### src/rtl/param_access_arbiter_pkg.sv
// Shared definitions for the interval-time parameter store and its access arbiter.
package param_access_arbiter_pkg;

   localparam int unsigned DATA_W      = 4;
   localparam int unsigned ADDR_W      = 2;
   localparam int unsigned NUM_ENTRIES = 4;
   localparam int unsigned WAIT_W      = 2;

   localparam logic [ADDR_W-1:0] ADDR_BASE = 2'b00;
   localparam logic [ADDR_W-1:0] ADDR_EXT  = 2'b01;
   localparam logic [ADDR_W-1:0] ADDR_YEL  = 2'b10;
   localparam logic [ADDR_W-1:0] ADDR_WALK = 2'b11;

   localparam logic [DATA_W-1:0] T_BASE = 4'd6;
   localparam logic [DATA_W-1:0] T_EXT  = 4'd3;
   localparam logic [DATA_W-1:0] T_YEL  = 4'd2;
   localparam logic [DATA_W-1:0] T_WALK = 4'd3;

   localparam logic [WAIT_W-1:0] WAIT_MAX = '1;

   typedef enum logic [2:0] {
      ST_IDLE,
      ST_SERVE_WR,
      ST_SERVE_RD,
      ST_SERVE_DBG,
      ST_RESTORE
   } arb_state_e;

   function automatic logic [DATA_W-1:0] default_time(input logic [ADDR_W-1:0] addr);
      case (addr)
         ADDR_BASE: return T_BASE;
         ADDR_EXT:  return T_EXT;
         ADDR_YEL:  return T_YEL;
         default:   return T_WALK;
      endcase
   endfunction

endpackage

### src/rtl/param_access_arbiter_store.sv
// 4x4 parameter register file: one write port, one combinational read port,
// parallel reload of all defaults.
module param_access_arbiter_store
   import param_access_arbiter_pkg::*;
(
   input  logic              clk,
   input  logic              rst_n,
   input  logic              restore,
   input  logic              we,
   input  logic [ADDR_W-1:0] waddr,
   input  logic [DATA_W-1:0] wdata,
   input  logic [ADDR_W-1:0] raddr,
   output logic [DATA_W-1:0] rdata_c
);

   logic [DATA_W-1:0] mem_q [NUM_ENTRIES];
   logic [DATA_W-1:0] mem_d [NUM_ENTRIES];

   // Restore wins over a write; the arbiter never issues both together.
   always_comb begin
      for (int i = 0; i < NUM_ENTRIES; i++) begin
         if (restore) begin
            mem_d[i] = default_time(ADDR_W'(i));
         end else if (we && (waddr == ADDR_W'(i))) begin
            mem_d[i] = wdata;
         end else begin
            mem_d[i] = mem_q[i];
         end
      end
   end

   always_ff @(posedge clk or negedge rst_n) begin
      if (!rst_n) begin
         for (int i = 0; i < NUM_ENTRIES; i++) begin
            mem_q[i] <= default_time(ADDR_W'(i));
         end
      end else begin
         mem_q <= mem_d;
      end
   end

   assign rdata_c = mem_q[raddr];

endmodule

### src/rtl/param_access_arbiter.sv
// Arbitrates the single parameter-store port among reprogram writes, FSM lookups
// and diagnostic reads, with a starvation guard for the diagnostic port.
module param_access_arbiter
   import param_access_arbiter_pkg::*;
(
   input  logic              clk,
   input  logic              sys_reset_n,
   input  logic              restore,
   input  logic              wr_req,
   input  logic [ADDR_W-1:0] wr_addr,
   input  logic [DATA_W-1:0] wr_data,
   output logic              wr_ack,
   output logic              wr_clamped,
   input  logic              rd_req,
   input  logic [ADDR_W-1:0] rd_addr,
   output logic              rd_ack,
   output logic [DATA_W-1:0] rd_data,
   input  logic              dbg_req,
   input  logic [ADDR_W-1:0] dbg_addr,
   output logic              dbg_ack,
   output logic [DATA_W-1:0] dbg_data,
   output logic              param_changed
);

   arb_state_e        state_q, state_d;
   logic              restore_pend_q, restore_pend_d;
   logic [WAIT_W-1:0] dbg_wait_q, dbg_wait_d;
   logic              wr_ack_q, wr_ack_d;
   logic              wr_clamped_q, wr_clamped_d;
   logic              rd_ack_q, rd_ack_d;
   logic              dbg_ack_q, dbg_ack_d;
   logic              param_changed_q, param_changed_d;
   logic [DATA_W-1:0] rd_data_q, rd_data_d;
   logic [DATA_W-1:0] dbg_data_q, dbg_data_d;

   logic              st_we_c, st_restore_c, dbg_pick_c;
   logic [ADDR_W-1:0] st_raddr_c;
   logic [DATA_W-1:0] st_rdata_c, st_wdata_c;

   // Debug wins when starved, or when it is the only requester.
   assign dbg_pick_c = dbg_req && ((dbg_wait_q == WAIT_MAX) || (!wr_req && !rd_req));
   assign st_raddr_c = dbg_pick_c ? dbg_addr : rd_addr;
   assign st_wdata_c = (wr_data == '0) ? DATA_W'(1) : wr_data;

   always_comb begin
      state_d         = state_q;
      restore_pend_d  = restore_pend_q;
      dbg_wait_d      = dbg_wait_q;
      wr_ack_d        = 1'b0;
      wr_clamped_d    = 1'b0;
      rd_ack_d        = 1'b0;
      dbg_ack_d       = 1'b0;
      rd_data_d       = rd_data_q;
      dbg_data_d      = dbg_data_q;
      st_we_c         = 1'b0;
      st_restore_c    = 1'b0;
      param_changed_d = (state_q == ST_SERVE_WR) || (state_q == ST_RESTORE);

      case (state_q)
         ST_IDLE: begin
            if (restore || restore_pend_q) begin
               state_d        = ST_RESTORE;
               st_restore_c   = 1'b1;
               restore_pend_d = 1'b0;
            end else if (dbg_pick_c) begin
               state_d    = ST_SERVE_DBG;
               dbg_ack_d  = 1'b1;
               dbg_data_d = st_rdata_c;
               dbg_wait_d = '0;
            end else if (wr_req || rd_req) begin
               if (wr_req) begin
                  state_d      = ST_SERVE_WR;
                  wr_ack_d     = 1'b1;
                  wr_clamped_d = (wr_data == '0);
                  st_we_c      = 1'b1;
               end else begin
                  state_d   = ST_SERVE_RD;
                  rd_ack_d  = 1'b1;
                  rd_data_d = st_rdata_c;
               end
               if (dbg_req && (dbg_wait_q != WAIT_MAX)) begin
                  dbg_wait_d = dbg_wait_q + WAIT_W'(1);
               end
            end
         end
         default: begin
            // Every serve/restore state lasts one cycle; late restores are parked.
            state_d = ST_IDLE;
            if (restore) begin
               restore_pend_d = 1'b1;
            end
         end
      endcase
   end

   always_ff @(posedge clk or negedge sys_reset_n) begin
      if (!sys_reset_n) begin
         state_q         <= ST_IDLE;
         restore_pend_q  <= 1'b0;
         dbg_wait_q      <= '0;
         wr_ack_q        <= 1'b0;
         wr_clamped_q    <= 1'b0;
         rd_ack_q        <= 1'b0;
         dbg_ack_q       <= 1'b0;
         param_changed_q <= 1'b0;
         rd_data_q       <= '0;
         dbg_data_q      <= '0;
      end else begin
         state_q         <= state_d;
         restore_pend_q  <= restore_pend_d;
         dbg_wait_q      <= dbg_wait_d;
         wr_ack_q        <= wr_ack_d;
         wr_clamped_q    <= wr_clamped_d;
         rd_ack_q        <= rd_ack_d;
         dbg_ack_q       <= dbg_ack_d;
         param_changed_q <= param_changed_d;
         rd_data_q       <= rd_data_d;
         dbg_data_q      <= dbg_data_d;
      end
   end

   param_access_arbiter_store u_store (
      .clk     (clk),
      .rst_n   (sys_reset_n),
      .restore (st_restore_c),
      .we      (st_we_c),
      .waddr   (wr_addr),
      .wdata   (st_wdata_c),
      .raddr   (st_raddr_c),
      .rdata_c (st_rdata_c)
   );

   assign wr_ack        = wr_ack_q;
   assign wr_clamped    = wr_clamped_q;
   assign rd_ack        = rd_ack_q;
   assign rd_data       = rd_data_q;
   assign dbg_ack       = dbg_ack_q;
   assign dbg_data      = dbg_data_q;
   assign param_changed = param_changed_q;

endmodule

### config.mk
export PLATFORM = sky130hd
export DESIGN_NAME = param_access_arbiter
export DESIGN_NICKNAME = d
export VERILOG_FILES = /design/src/rtl/param_access_arbiter_pkg.sv /design/src/rtl/param_access_arbiter_store.sv /design/src/rtl/param_access_arbiter.sv
export SDC_FILE = /design/constraint.sdc
export NUM_CORES = 1
export LEC_CHECK = 0
export ABC_AREA = 0
export CORE_ASPECT_RATIO = 1.1
export CORE_MARGIN = 3
export CORE_UTILIZATION = 51
export DETAILED_ROUTE_END_ITERATION = 10
export PLACE_DENSITY = 0.8
export SYNTH_ARGS = -nofsm -noshare
export SYNTH_HDL_FRONTEND = slang
export SYNTH_SLANG_ARGS = --single-unit
### constraint.sdc
create_clock -name clk -period 2.7 [get_ports clk]
set_clock_uncertainty 0.2 [all_clocks]
set_input_delay 0.81 -clock clk [delete_from_list [all_inputs] [get_ports clk]]
set_output_delay 0.81 -clock clk [all_outputs]
set_load 0.01 [all_outputs]
==> results of run 1 <==
cell families after synthesis:
| group | share of synthesized area |
|---|---|
| DFF | 0.536 |
| buffers and inverters | 0.0318 |
| AOI/OAI and AO/OA | 0.109 |
| muxes | 0.133 |
| and+or+nand+nor | 0.177 |
| adders and majority gates | 0.00758 |
| xor gates and xnor gates | 0.00531 |
worst register-to-register path, delay by kind of cell, from the launching register on:
kind	cells	cell delay, ps
flip-flops	1	410
adder cells (fa/ha/maj)	1	220
AO/OA/AOI/OAI	4	1180
power breakdown:
part           switching (mW)  internal, mW  total, mW
Combinational           0.289         0.267      0.556
Sequential             0.0709         0.649      0.720
Clock                   0.168         0.153      0.321
layout make-up:
cell class / count / area share
repair buffers: 38 / 0.170
clock buffers: 8 / 0.0329
flip-flops and latches: 35 / 0.422
multi-input cells: 99 / 0.341
well taps: 34 / 0.0203
inverters: 8 / 0.0143
flip-flops by register name (all words and copies together) (netlist names):
register	flops
dbg_data	4
dbg_wait_q	2
restore_pend_q	1
state_q	3
u_store.mem_q	16
rd_data	4
rd_ack	1
wr_ack	1
wr_clamped	1
dbg_ack	1
param_changed	1
final timing paths:
check | from | endpoint | slack (ps) | depth (start not counted)
worst max-delay path | rd_req | rd_data[3] | 260 | 5
worst min-delay path | dbg_data[3] | dbg_data[3] | 300 | 2
worst max register to register | dbg_wait_q[0] | rd_data[1] | 600 | 5
worst min register to register | dbg_data[3] | dbg_data[3] | 300 | 2
max in group asynchronous | sys_reset_n | u_store.mem_q[9] | 1280 | 2
min in group asynchronous | sys_reset_n | state_q[1] | 670 | 2
layer usage:
layer	track usage	wire, µm	up-vias
met5	0	0	-
met4	0.102	51	0
met3	0.0629	199	7
met2	0.274	1680	51
met1	0.239	1520	602
li1	-	-	612
Yosys cell counts, drive strengths merged (2+ instances only):
cell / instances
a21oi: 2
nand3: 4
nor2: 12
mux2i: 22
inv: 8
dfrtp: 28
or3: 2
nand4: 3
o21bai: 3
o31ai: 2
buf: 2
nand2: 20
o21ai: 3
nor3: 4
o221ai: 8
dfstp: 7
metrics by stage:
step           utilization  instance area, µm²  setup WS, ps  total power [mW]  hold slack [ps]
3_3_place_gp         0.659                2030         -45.0              1.26              264
5_1_grt              0.681                2090           186              1.69              319
4_1_cts              0.681                2090           269              1.61              304
3_5_place_dp         0.659                2030         -75.3              1.29              278
2_1_floorplan            -                1650           392              1.04              253
6_report             0.681                2090           261              1.60              304
placed cells by master (no fill, tap or decap), types with 2 or more instances in the layout:
master / synthesis / routed
buf_4: 1 / 10
or3_4: 2 / 2
nor3_1: 2 / 2
o21ai_0: 3 / 3
clkdlybuf4s50_1: 0 / 28
mux2i_1: 22 / 22
inv_1: 6 / 6
dfstp_2: 7 / 7
dfrtp_1: 28 / 28
a21oi_1: 2 / 2
nand3_1: 3 / 3
inv_2: 2 / 2
nor2_1: 12 / 12
o221ai_1: 8 / 8
clkbuf_4: 0 / 5
o31ai_1: 2 / 2
clkbuf_8: 0 / 2
nand2_1: 20 / 20
nand4_2: 3 / 3
o21bai_1: 2 / 2
==> metrics.cfg, run 1 <==
[synthesis]
yosys.cell_types.count=37
synth_cells=145
yosysTopAreaCell=dfrtp_1
syn-num-nets=162
synth_top_area_frac=0.425
synth-main-ff-cell=dfrtp_1
ys_seq_elements=35
ys_warn_count=0
syn_area_per_cell_um2=11.4
synth_area_leaders=dfrtp_1 42%, mux2i_1 13%, dfstp_2 11%, nand2_1 4.5%, o221ai_1 4.2%
synth_edf_count=0
seq_area_frac_synth=0.536
synth-async-reset-ratio=1.00
synth_area_mm2=0.00165

[detailed_routing]
routedWlPerCell_um=15.5
drtIter0Drc=42
dr.pass1.iters=4
vias=1272
viasPerCell=5.73
remaining_drc_errors=0
ant_nets=0
totalWireLength_mm=3.45

[clock_network]
postCtsSetupBuffers=0
cts_buffers=5
clkLatencyLatePin_ps=340
cts_tree=yes
clk_pin_slew_ps=100
cts_root_buf=clkbuf_4
ctsHoldBuffers=0
cts_sinks=35
h-tree-depth=2
cts_resized=0
clockBufferDepth=2

[timing]
slew_headroom=0.673
min_period_ps=2440
rsz0062_at_grt=false
finalCritPeriodShare=0.903
hold_violations=0
setup_viol=0
maxSlewViolCount=0
fmax_ghz=0.410
tns_ps=0
tightestPinTransition_ps=485

[finish]
fill_cells=241
finalNonFillerCells=222
nets=204
multi_input_area_um2=713
antennaDiodeCount=0
area_growth_pct=26.9
seq_area_um2=885
drive_above_1_share=0.202

[place]
gp_congestion=0.798
hpwl_mm=2.60
place_inst=214
place.port_buffers=28

[global_routing]
grt_pass1_vias=1220
grt_max_degree=36
overflow=0
grt_pass1_wl_mm=5.42
grt.total_usage=0.187
antenna_found_initial=0

[floorplan]
pin_count=29
num_rows=21
die_area_mm2=0.00396
start_util=0.537
fp.dieW_um=60.2
core_mm2=0.00307
die_h_um=65.7

[job]
cap_violations=0

[power]
powerDensity_mw_per_mm2=763
leakage_nw=1.00
max-vdd-ir-drop_uv=490

[setup_path]
crit_buf_inv=1
cpMaxStageDelayCell=o21ai_0
crit_required_ps=2700
path_cells=clkdlybuf4s50_1 > o21bai_2 > a21boi_0 > o21ai_0 > o221ai_1
startpoint_type=input pin
end_kind=flop
cp_max_fo=6
slowest_delay_ps=460
cpLargestDelayFamily=compound AO/OA/AOI/OAI gates
criticalPathCategory=in -> reg
crit_arrival_ps=2440

[min_path]
hold_path_class=reg -> reg

[outcome]
outcome=completed

No activity file was read; power rests on OpenSTA's default activity.
==> run 2, diff against run 1 <==
--- a/config.mk
+++ b/config.mk
@@ -13,4 +13,5 @@
 export PLACE_DENSITY = 0.8
 export SYNTH_ARGS = -nofsm -noshare
 export SYNTH_HDL_FRONTEND = slang
+export SYNTH_HIERARCHICAL = 1
 export SYNTH_SLANG_ARGS = --single-unit
==> run 2 against run 1 <==
  * Clock-buffer cell count is 2 lower
  * Utilization is 4.2 points higher
  * Synthesized cell count is 11% lower
  * Worst hold slack worse by 18 ps
  * Sequential share of layout area is 0.13 points lower
  * First-iteration DRC count is 31% lower
  * Fmax is 6.5% lower
  * Power is 11% higher
  * Highest routed layer unchanged
  * Largest power group unchanged
==> metrics.cfg, run 2 <==
[outcome]
outcome=completed

[floorplan]
die_h_um=65.1
start_util=0.558
core_mm2=0.00290
fp.dieW_um=59.7
pin_count=29
die_area_mm2=0.00389
num_rows=20

[clock_network]
clockBufferDepth=2
cts_buffers=5
clk_pin_slew_ps=100
cts_root_buf=clkbuf_4
clkLatencyLatePin_ps=330
ctsHoldBuffers=0
cts_sinks=35
cts_resized=0
h-tree-depth=2
postCtsSetupBuffers=0
cts_tree=yes

[synthesis]
syn_area_per_cell_um2=12.6
ys_warn_count=6
synthXorXnorAreaFrac=0.00541
synth-async-reset-ratio=1.00
ys_seq_elements=35
ys_top_cells_by_count=28 x dfrtp_1, 16 x mux2i_1, 16 x nor2_1
muxShareOfSynthArea=0.238
synth_edf_count=0
synth-main-ff-cell=dfrtp_1
yosys.area_share.simple=0.162
synth_compound_area_frac=0.0162
yosysTopAreaCell=dfrtp_1
syn-num-nets=146
yosys.cell_types.count=29
synth_top_family_by_area=multiplexers
synth_adder_area_share=0.00773
seq_area_frac_synth=0.546
synth_area_mm2=0.00162
synth_cells=129
synth_most_common_cell=dfrtp_1
synth_area_leaders=dfrtp_1 43%, dfstp_2 11%, mux2i_1 9.9%, mux2_2 8.3%, mux4_2 5.6%
synth_top_area_frac=0.433

[setup_path]
r2r_start=dbg_wait_q[0]
crit_buf_inv=1
criticalPathCategory=in -> reg
r2r_end=dbg_data[0]
worstSetupStartpoint=rd_req
cpMaxStageDelayCell=mux4_2
end_kind=flop
path_cells=clkdlybuf4s50_1 > o21bai_1 > nand2_1 > mux2_4 > mux4_2 > mux2_2
reg2reg_slack_ps=380
crit_required_ps=2720
r2r_cells=7
crit_arrival_ps=2630
startpoint_type=input pin
cpLargestDelayFamily=multiplexers
slowest_delay_ps=440
cp_max_fo=4

[min_path]
min_path_cells=1
holdCritStartpoint=state_q[1]
worstHoldEndpoint=param_changed
hold_path_class=reg -> reg

[detailed_routing]
drtIter0Drc=29
vias=1092
ant_nets=0
viasPerCell=5.43
dr.pass1.iters=4
remaining_drc_errors=0
totalWireLength_mm=3.20
routedWlPerCell_um=15.9

[finish]
largest-register=u_store/mem_q
fill_cells=219
drive_above_1_share=0.250
antennaDiodeCount=0
nets=184
area_growth_pct=29.8
largest_register_ffs=16
final_cell_mix=28 x dfrtp_1, 28 x clkdlybuf4s50_1, 16 x nor2_1, 16 x mux2i_1, 12 x nand2b_1

[timing]
slew_headroom=0.711
tightestPinTransition_ps=434
fmax_ghz=0.383
finalCritPeriodShare=0.967
hold_violations=0
rsz0062_at_grt=false
min_period_ps=2610
setup_viol=0
maxSlewViolCount=0
fin_hold_ws_ps=286

[power]
fin_total_pwr_mw=1.77
max-vdd-ir-drop_uv=632
leakage_nw=0.970
powerDensity_mw_per_mm2=845

[global_routing]
grt_use_met3=0.0648
grt_max_degree=36
grt_pass1_vias=1166
grt_pass1_wl_mm=5.32
antenna_found_initial=0
grtUsageMet1=0.209
gr-max-usage-layer=met2
overflow=0
grt_use_met2=0.332
grt.total_usage=0.186

[place]
place.port_buffers=28
hpwl_mm=2.38
gp_congestion=0.924

[job]
cap_violations=0

## run 2: how the worst max path moves through the flow
stage | to | slack (ps) | cells past startpoint
4_1_cts | dbg_data[0] | 40 | 6
6_report | dbg_data[0] | 90 | 6
3_5_place_dp | dbg_data[3] | -310 | 6
3_3_place_gp | dbg_data[3] | -260 | 6
2_1_floorplan | dbg_data[2] | 120 | 5
5_1_grt | rd_data[2] | 6 | 6
## run 2: layout make-up
cell class                 instances  area [µm²]  area share
sequential                        35         885       0.421
clock buffer                       6        41.3      0.0197
tap                               33        41.3      0.0197
inverter                           4        15.0     0.00715
clock inverter                     2        60.1      0.0286
timing repair buffer              37         360       0.172
multi-input combinational         84         698       0.332
## run 2: metal layers
metal,vias up,share of wire
met5,-,0
met4,0,0.011
met3,4,0.053
met2,26,0.53
met1,537,0.41
li1,525,-
## run 2: worst reg2reg max path: stages, from the launching register on
cell and delay [ps]:
dfrtp_1 410, ha_1 230, o21bai_1 180, nand2_1 120, buf_4 120, mux2_2 370
mux4_2 310, mux2_2 280
## run 2: cells by family (layout without fill, tap and decap cells)
| family | count (synthesis) | in the layout |
|---|---|---|
| AND/OR/NAND/NOR | 46 | 46 |
| flip-flops | 35 | 35 |
| multiplexers | 32 | 32 |
| buffers and inverters | 10 | 49 |
| AO/OA/AOI/OAI | 4 | 4 |
| adder cells (fa/ha/maj) | 1 | 1 |
| XOR/XNOR | 1 | 1 |
## run 2: per-stage QoR
stage               instances  TNS, ps   util  setup slack [ps]  area [µm²]
global placement          193    -2040  0.688              -256        2000
global route              201        0  0.724              6.01        2100
detailed placement        193    -2400  0.688              -307        2000
CTS                       201        0  0.722              43.7        2100
finish                    201        0  0.724              90.2        2100
floorplan                 129        0      -               120        1620
## run 2: power breakdown
part / leakage (nW) / internal (mW) / switching (mW) / total (mW)
registers: 0.442 / 0.646 / 0.0689 / 0.715
clock network: 0.0525 / 0.289 / 0.167 / 0.456
logic: 0.475 / 0.341 / 0.263 / 0.604
